==> src/rtl/alu_pkg.sv <==
// rtl/alu_pkg.sv - shared types and constants for the ALU result output stage
// Optional feature macro: ALU_RESULT_PARITY_EN (adds a per-entry parity bit)
package alu_pkg;

    localparam int ALU_WIDTH = 32;
    localparam int ALU_OPW   = 4;

    typedef enum logic [ALU_OPW-1:0] {
        OP_AND = 4'd0,
        OP_OR  = 4'd1,
        OP_XOR = 4'd2,
        OP_NOR = 4'd3,
        OP_ADD = 4'd4,
        OP_SUB = 4'd5,
        OP_SLT = 4'd6
    } alu_op_t;

    typedef enum logic [1:0] {
        EMPTY = 2'd0,
        ONE   = 2'd1,
        TWO   = 2'd2
    } occ_state_t;

    // One buffered result; flags travel with the data so they always match it.
    typedef struct packed {
        logic [ALU_WIDTH-1:0] result;
        logic [ALU_OPW-1:0]   op;
        logic                 zero;
        logic                 neg;
`ifdef ALU_RESULT_PARITY_EN
        logic                 parity;
`endif
    } result_entry_t;

endpackage

==> src/rtl/alu_flag_gen.sv <==
// rtl/alu_flag_gen.sv - combinational zero/negative (and optional parity) flag generator
// Optional feature macro: ALU_RESULT_PARITY_EN
// Ports:
//   i_data   : WIDTH-bit result to classify
//   o_zero   : i_data == 0
//   o_neg    : sign bit of i_data
//   o_parity : XOR reduction of i_data (only with ALU_RESULT_PARITY_EN)
module alu_flag_gen #(
    parameter int WIDTH = 32
) (
    input  logic [WIDTH-1:0] i_data,
`ifdef ALU_RESULT_PARITY_EN
    output logic             o_parity,
`endif
    output logic             o_zero,
    output logic             o_neg
);

    assign o_zero = (i_data == '0);
    assign o_neg  = i_data[WIDTH-1];
`ifdef ALU_RESULT_PARITY_EN
    assign o_parity = ^i_data;
`endif

endmodule

==> src/rtl/alu_result_stage.sv <==
// rtl/alu_result_stage.sv - registered ALU result stage with 2-entry skid buffer and flags
// Optional feature macro: ALU_RESULT_PARITY_EN (adds out_parity)
// Ports:
//   clk, rst_n            : clock, synchronous active-low reset
//   in_valid/in_ready     : upstream handshake (in_ready is registered)
//   in_result, in_op      : incoming result and its opcode tag
//   out_valid/out_ready   : downstream handshake
//   out_result, out_op    : registered result and tag
//   out_zero, out_neg     : flags of out_result
//   out_parity            : XOR reduction of out_result (optional)
//   cnt_clr, delivered    : clear and value of saturating delivered-result counter
module alu_result_stage
    import alu_pkg::*;
#(
    parameter int WIDTH = ALU_WIDTH,
    parameter int OPW   = ALU_OPW,
    parameter int CNTW  = 16
) (
    input  logic             clk,
    input  logic             rst_n,
    input  logic             in_valid,
    output logic             in_ready,
    input  logic [WIDTH-1:0] in_result,
    input  logic [OPW-1:0]   in_op,
    output logic             out_valid,
    input  logic             out_ready,
    output logic [WIDTH-1:0] out_result,
    output logic [OPW-1:0]   out_op,
    output logic             out_zero,
    output logic             out_neg,
`ifdef ALU_RESULT_PARITY_EN
    output logic             out_parity,
`endif
    input  logic             cnt_clr,
    output logic [CNTW-1:0]  delivered
);

    occ_state_t    r_state;
    occ_state_t    w_next_state;
    result_entry_t r_main;
    result_entry_t r_skid;
    result_entry_t w_in_entry;
    logic          r_out_valid;
    logic          r_in_ready;
    logic [CNTW-1:0] r_delivered;

    logic w_accept;
    logic w_deliver;
    logic w_zero;
    logic w_neg;
`ifdef ALU_RESULT_PARITY_EN
    logic w_parity;
`endif

    assign w_accept  = in_valid && r_in_ready;
    assign w_deliver = r_out_valid && out_ready;

    // Flags are computed once on the incoming data; both the main and skid
    // registers load from this same entry, so flags never need recomputing.
    alu_flag_gen #(.WIDTH(WIDTH)) u_flag_gen (
        .i_data   (in_result),
`ifdef ALU_RESULT_PARITY_EN
        .o_parity (w_parity),
`endif
        .o_zero   (w_zero),
        .o_neg    (w_neg)
    );

    always_comb begin
        w_in_entry        = '0;
        w_in_entry.result = in_result;
        w_in_entry.op     = in_op;
        w_in_entry.zero   = w_zero;
        w_in_entry.neg    = w_neg;
`ifdef ALU_RESULT_PARITY_EN
        w_in_entry.parity = w_parity;
`endif
    end

    always_comb begin
        w_next_state = r_state;
        case (r_state)
            EMPTY: if (w_accept) w_next_state = ONE;
            ONE: begin
                if (w_accept && !w_deliver)      w_next_state = TWO;
                else if (!w_accept && w_deliver) w_next_state = EMPTY;
            end
            TWO:     if (w_deliver) w_next_state = ONE;
            default: w_next_state = EMPTY;
        endcase
    end

    always_ff @(posedge clk) begin
        if (!rst_n) begin
            r_state     <= EMPTY;
            r_main      <= '0;
            r_skid      <= '0;
            r_out_valid <= 1'b0;
            r_in_ready  <= 1'b0;
            r_delivered <= '0;
        end else begin
            r_state     <= w_next_state;
            r_out_valid <= (w_next_state != EMPTY);
            // Registered ready: drops only once both entries are occupied.
            r_in_ready  <= (w_next_state != TWO);

            case (r_state)
                EMPTY: if (w_accept) r_main <= w_in_entry;
                ONE: begin
                    if (w_accept && w_deliver) r_main <= w_in_entry;
                    else if (w_accept)         r_skid <= w_in_entry;
                end
                TWO:     if (w_deliver) r_main <= r_skid;
                default: ;
            endcase

            if (cnt_clr)
                r_delivered <= '0;
            else if (w_deliver && (r_delivered != {CNTW{1'b1}}))
                r_delivered <= r_delivered + 1'b1;
        end
    end

    assign in_ready   = r_in_ready;
    assign out_valid  = r_out_valid;
    assign out_result = r_main.result;
    assign out_op     = r_main.op;
    assign out_zero   = r_main.zero;
    assign out_neg    = r_main.neg;
`ifdef ALU_RESULT_PARITY_EN
    assign out_parity = r_main.parity;
`endif
    assign delivered  = r_delivered;

endmodule

==> config.mk <==
export PLATFORM = sky130hd
export DESIGN_NAME = alu_result_stage
export DESIGN_NICKNAME = d
export VERILOG_FILES = /design/src/rtl/alu_pkg.sv /design/src/rtl/alu_flag_gen.sv /design/src/rtl/alu_result_stage.sv
export SDC_FILE = /design/constraint.sdc
export NUM_CORES = 1
export LEC_CHECK = 0
export BUFFER_PORTS_ARGS = -buffer_cell sky130_fd_sc_hd__clkbuf_2
export CAP_MARGIN = 20
export CORE_MARGIN = 8
export CORE_UTILIZATION = 35
export CTS_CLUSTER_SIZE = 20
export DETAILED_ROUTE_END_ITERATION = 8
export GPL_TIMING_DRIVEN = 0
export PLACE_DENSITY_LB_ADDON = 0.05
export SLEW_MARGIN = 20
export SYNTH_ARGS = -nofsm -noshare
export SYNTH_HDL_FRONTEND = slang
export SYNTH_SLANG_ARGS = --single-unit
==> constraint.sdc <==
create_clock -name clk -period 1.7 [get_ports clk]
set_input_delay 0.17 -clock clk [delete_from_list [all_inputs] [get_ports clk]]
set_output_delay 0.17 -clock clk [all_outputs]
set_load 0.05 [all_outputs]
Word-level counts from Yosys, hierarchy flattened:

Cells that the tools add are included.

* register bits: 96
* bits of input ports: 41
* output and inout port bits: 56

* add/sub/neg operators: 1
* equal/unequal tests: 7
* muxes and demuxes: 9
* bitwise gates (word level): 2
* reductions and logical operators: 15

Operators with widths (number)
* 2-to-1 mux 38 bit: 3
* case mux 38 bit (3 select lines): 1
* zero test 32 bit: 1
* adder 16 x 1 -> 16 bit (second input constant): 1
* != test 16 bit (second input constant): 1
* 2-to-1 mux 2 bit: 4
* != test 2 bit (second input constant): 4
* logical AND 1 bit: 6
* case mux 2 bit (3 select lines): 1
* AND reduction 4 bit: 1
* AND reduction 3 bit: 1
* nonzero test 3 bit: 1
* == test 2 x 1 -> 1 bit (second input constant): 1
* == test 2 bit (second input constant): 1
* zero test 1 bit: 2
* zero test 2 bit: 1
* inverter 1 bit: 2
* nonzero test 2 bit: 1
* OR reduction 2 bit: 1

Logic depth before layout (Yosys ltp):

* word-level depth: 7
* gate-level depth with buffers: 7
* mapped depth without buffers: 5

Cells and area by module:

From an unflattened synthesis, not the netlist that was laid out.

* cells, all modules: 470
* area, all modules: 4280.4 sq um

Modules (own cells, without submodules)
* alu_result_stage: times used 1, cells each 458, area each 4200.3 sq um, seq. area each 1921.8 sq um
* alu_flag_gen: times used 1, cells each 12, area each 80.1 sq um, seq. area each 0.0 sq um

Worst setup path after synthesis:

OpenSTA, ideal clock, no wires.

* kind: register to register
* start: reg r_delivered[4] (netlist: delivered[4])
* end: reg r_delivered[9] (netlist: delivered[9])
* setup time: 70 ps
* arrival time: 1960 ps
* data required time: 1630 ps
* path slack: -330 ps
* stages on the path, launching flop included: 5
* path buffers: 0
* clock period less this slack: 2030 ps
* cell sequence: dfxtp_1 nand4_2 or3_4 or4_1 a21oi_1

* cells in the longest elaborated chain, start to end: 2
* elaborated cells on any way between the ends: 3

Ends and longest elaborated chain
* from (decl): line alu_result_stage.sv:45 `logic [CNTW-1:0] r_delivered;`
* from (signal assigned): line alu_result_stage.sv:120 `r_delivered <= r_delivered + 1'b1;`
* branches (longest 2 deep; another with adder 16 x 1 -> 16 bit)

Several ways; the timed one is not identified.
A chain may end at the register's enable or synchronous reset.

Worst setup path after layout:

* start: reg r_out_valid (netlist: out_valid)
* end: reg r_main (netlist bit out_result[22])

* cells in the longest elaborated chain, start to end: 4
* elaborated cells on any way between the ends: 5

Ends and longest elaborated chain
* from (decl): line alu_result_stage.sv:43 `logic r_out_valid;`
* from (signal assigned): line alu_result_stage.sv:103 `r_out_valid <= (w_next_state != EMPTY);`
* logical AND 1 bit *: line alu_result_stage.sv:56 `assign w_deliver = r_out_valid && out_ready;`
* logical AND 1 bit: line alu_result_stage.sv:110 `if (w_accept && w_deliver) r_main <= w_in_entry;`
* != test 2 bit (no source line)
* AND reduction 4 bit (no source line) *
* to (signal assigned): line alu_result_stage.sv:108 `EMPTY: if (w_accept) r_main <= w_in_entry;`
* to (signal assigned): line alu_result_stage.sv:110
* to (signal assigned): line alu_result_stage.sv:113 `TWO: if (w_deliver) r_main <= r_skid;`
* to (decl): line alu_result_stage.sv:40 `result_entry_t r_main;`

Every way passes the cells marked *; elsewhere a longest branch is shown, timed or not.

==> run summary <==
Status: finished, final reports clean
Worst skew pair latency: 0.34 ns
RSZ-0062 raised after global routing: yes
Top cell type's share of synthesized area: 45.63%
Combinational Power Share: 16.3%
Startpoint types: flip-flop
Minimum clock period: 1.625 ns
Avg Inst Size Synth: 9.064 sq um
Slew Limit Fails: 0
Core Area: 0.01147 sq mm
Sequential cell area fraction in the yosys report: 45.63%
Horiz. Die Dim: 124.6 um
RePlAce Congestion: 0.7526
Max Cap Viol: 0
Post-synthesis instance total: 455
Post-DP HPWL: 8266 um
Residual DRC: 0
Max Clock Freq: 615.2 MHz
Nets: 611
Power share of the clock group: 38.7%
Worst hold path class: primary input to flip-flop
Wire length per cell: 15.64 um
TritonRoute pass-1 iters: 4
P_leak: 0.002697 uW
Setup TNS: 0 ns
Largest area contributor in the netlist: dfxtp_1
Most frequent cells after synthesis: nand2_1 (122), dfxtp_1 (94), mux2i_1 (38)
Hold_buf cts: 0
Most frequent cell after synthesis: nand2_1
Netlist cell types: 44
Number of buffers created by CTS: 9
Pint: 3771 uW
Area growth syn-to-layout: 29.92%
Pwr Density: 978.4 mW/mm^2
Final period util: 95.61%
Final hold viol count: 0
Clock Sinks: 94
GR Overflow Total: 0
Site row count: 39
Final ANT Viol Nets: 0
First-pass GRT wire length: 18210 um
Seq pwr share: 45.0%
I/O Pins: 97
H-tree depth: 3
Total chip power: 5242 uW
Sw Ratio: 28.06%
Die H: 124.6 um
Root Driver: clkbuf_16
1st-iter DRT viols: 155
CTS tree: built
Ys Warns: 0
Critical path arrival: 1.85 ns
Crit. End Element: flip-flop
CTS clk-pin slew, worst paths: 0.06 ns
Ant diodes: 0
Layout fillers: 1148
Switch Pwr: 1471 uW
Crit Path Max Fanout: 10
Die Area: 0.01551 sq mm
Clk_skew: 0.005170 ns
Final setup violation count: 0
Syn Nets: 497
Area contributors post-synth: dfxtp_1 (46%), nand2_1 (11%), mux2i_1 (9.2%)
Synthesized area: 0.004124 sq mm
Req. time, crit path: 1.93 ns
Vias: 3636
I/O Buffers: 95
Max VDD drop: 0.4360 mV
Vias per cell: 5.071
Final wirelength: 11220 um
Kind of critical path: flip-flop to flip-flop
Vias in the first global route: 3567
Main flop type after synthesis: dfxtp_1
Initial Util: 35.96%
GRT Total Usage: 14.26%
Relative slew slack: 66.47%
Slew @ Worst Pin: 0.5029 ns
Ys async rst share: 0%
Flops & latches, synth: 94
Antenna violations before repair: 0
Largest net degree at the start of global routing: 15
Layout cells sized above 1: 30.49%
Post-synth EDFFs: 0
CTS Buffer Depth: 2
-- metal layers --
| layer | GRT usage, % | vias to the layer above | share of wire (%) |
|---|---|---|---|
| met2 | 22.07 | 64 | 45 |
| met5 | 0 | - | 0 |
| met1 | 18.39 | 1709 | 49 |
| li1 | - | 1851 | - |
| met3 | 3.872 | 12 | 4.5 |
| met4 | 5.528 | 0 | 1.3 |
-- stage by stage --
step,worst slack (ns),utilization [%],hold slack [ns],cells,cell area (sq um)
3_5_place_dp,-0.2254,42.21,0.4429,693,4841
4_1_cts,-0.04198,45.64,0.07227,711,5234
2_1_floorplan,-0.04628,-,0.3149,455,4187
6_report,0.07462,46.72,0.08796,717,5358
5_1_grt,0.00002531,46.72,0.08688,717,5358
3_3_place_gp,-0.2325,42.21,0.4314,693,4841
-- worst paths after layout --
path	start	to	slack (ns)	cells past startpoint
setup / recovery	out_valid$_SDFF_PN0_	out_result[22]$_SDFFE_PN0P_	0.07	6
hold / removal	in_result[5]	r_skid[11]$_SDFFE_PN0P_	0.09	3
setup reg to reg	out_valid$_SDFF_PN0_	out_result[22]$_SDFFE_PN0P_	0.07	6
hold reg to reg	r_skid[28]$_SDFFE_PN0P_	r_skid[28]$_SDFFE_PN0P_	0.46	2
-- layout make-up --
| cell class | count | area (sq um) | area share (%) |
|---|---|---|---|
| clock buffers | 14 | 296.5 | 5.535 |
| flip-flops and latches | 94 | 1926 | 35.94 |
| repair buffers | 104 | 543.0 | 10.14 |
| multi-input cells | 328 | 2195 | 40.96 |
| inverters | 1 | 3.754 | 0.07006 |
| well taps | 143 | 178.9 | 3.340 |
| plain buffers | 31 | 205.2 | 3.830 |
| clock inverters | 2 | 10.01 | 0.1868 |
-- registers in the layout, summed over array words and instances, names as in the netlist --
name	cells
r_skid	37
out_result	32
delivered	16
out_op	4
r_state	2
in_ready	1
out_valid	1
out_zero	1
-- cells in the final DEF, fill, tap and decap left out, types with 9 or more instances in the layout --
| cell type | synthesis | layout |
|---|---|---|
| nand2_1 | 122 | 121 |
| clkbuf_2 | 0 | 101 |
| dfxtp_1 | 94 | 75 |
| mux2i_1 | 38 | 38 |
| a21boi_0 | 36 | 36 |
| o211a_1 | 36 | 36 |
| buf_4 | 1 | 14 |
| a21oi_1 | 13 | 13 |
| clkbuf_1 | 22 | 12 |
| clkbuf_16 | 0 | 11 |
| dfxtp_2 | 0 | 11 |
| nor4_1 | 10 | 9 |
-- logic make-up after synthesis --
| kind of cell | after synthesis | synth area share [%] |
|---|---|---|
| multiplexers | 38 | 9.223 |
| AO/OA/AOI/OAI | 106 | 20.93 |
| flip-flops | 94 | 45.63 |
| adder cells (fa/ha/maj) | 1 | 0.3033 |
| buffers and inverters | 33 | 3.307 |
| XOR/XNOR | 3 | 0.6373 |
| AND/OR/NAND/NOR | 180 | 19.96 |
-- power by group through the flow --
| stage | Clock (uW) | Combinational [uW] | Sequential [uW] |
|---|---|---|---|
| 2_1_floorplan | 0 | 291 | 2700 |
| 3_3_place_gp | 0 | 838 | 2400 |
| 3_5_place_dp | 0 | 841 | 2410 |
| 4_1_cts | 2110 | 858 | 2360 |
| 5_1_grt | 2210 | 918 | 2370 |
| 6_report | 2030 | 855 | 2360 |
-- worst max-delay path, stage by stage, from the launching register on --
cell and delay, ns:
dfxtp_2 0.34, and2_1 0.16, buf_4 0.18, a211o_1 0.30, buf_8 0.16, buf_4 0.17
o211a_1 0.20
-- what timing repair did --
| item | in CTS | in global routing |
|---|---|---|
| cloned | 0 | 0 |
| endpoints found under the setup margin | 70 | 62 |
| resized for setup | 21 | 28 |
| pin swaps | 1 | 7 |
| setup buffers | 2 | 7 |
No activity file was read; power rests on OpenSTA's default activity.
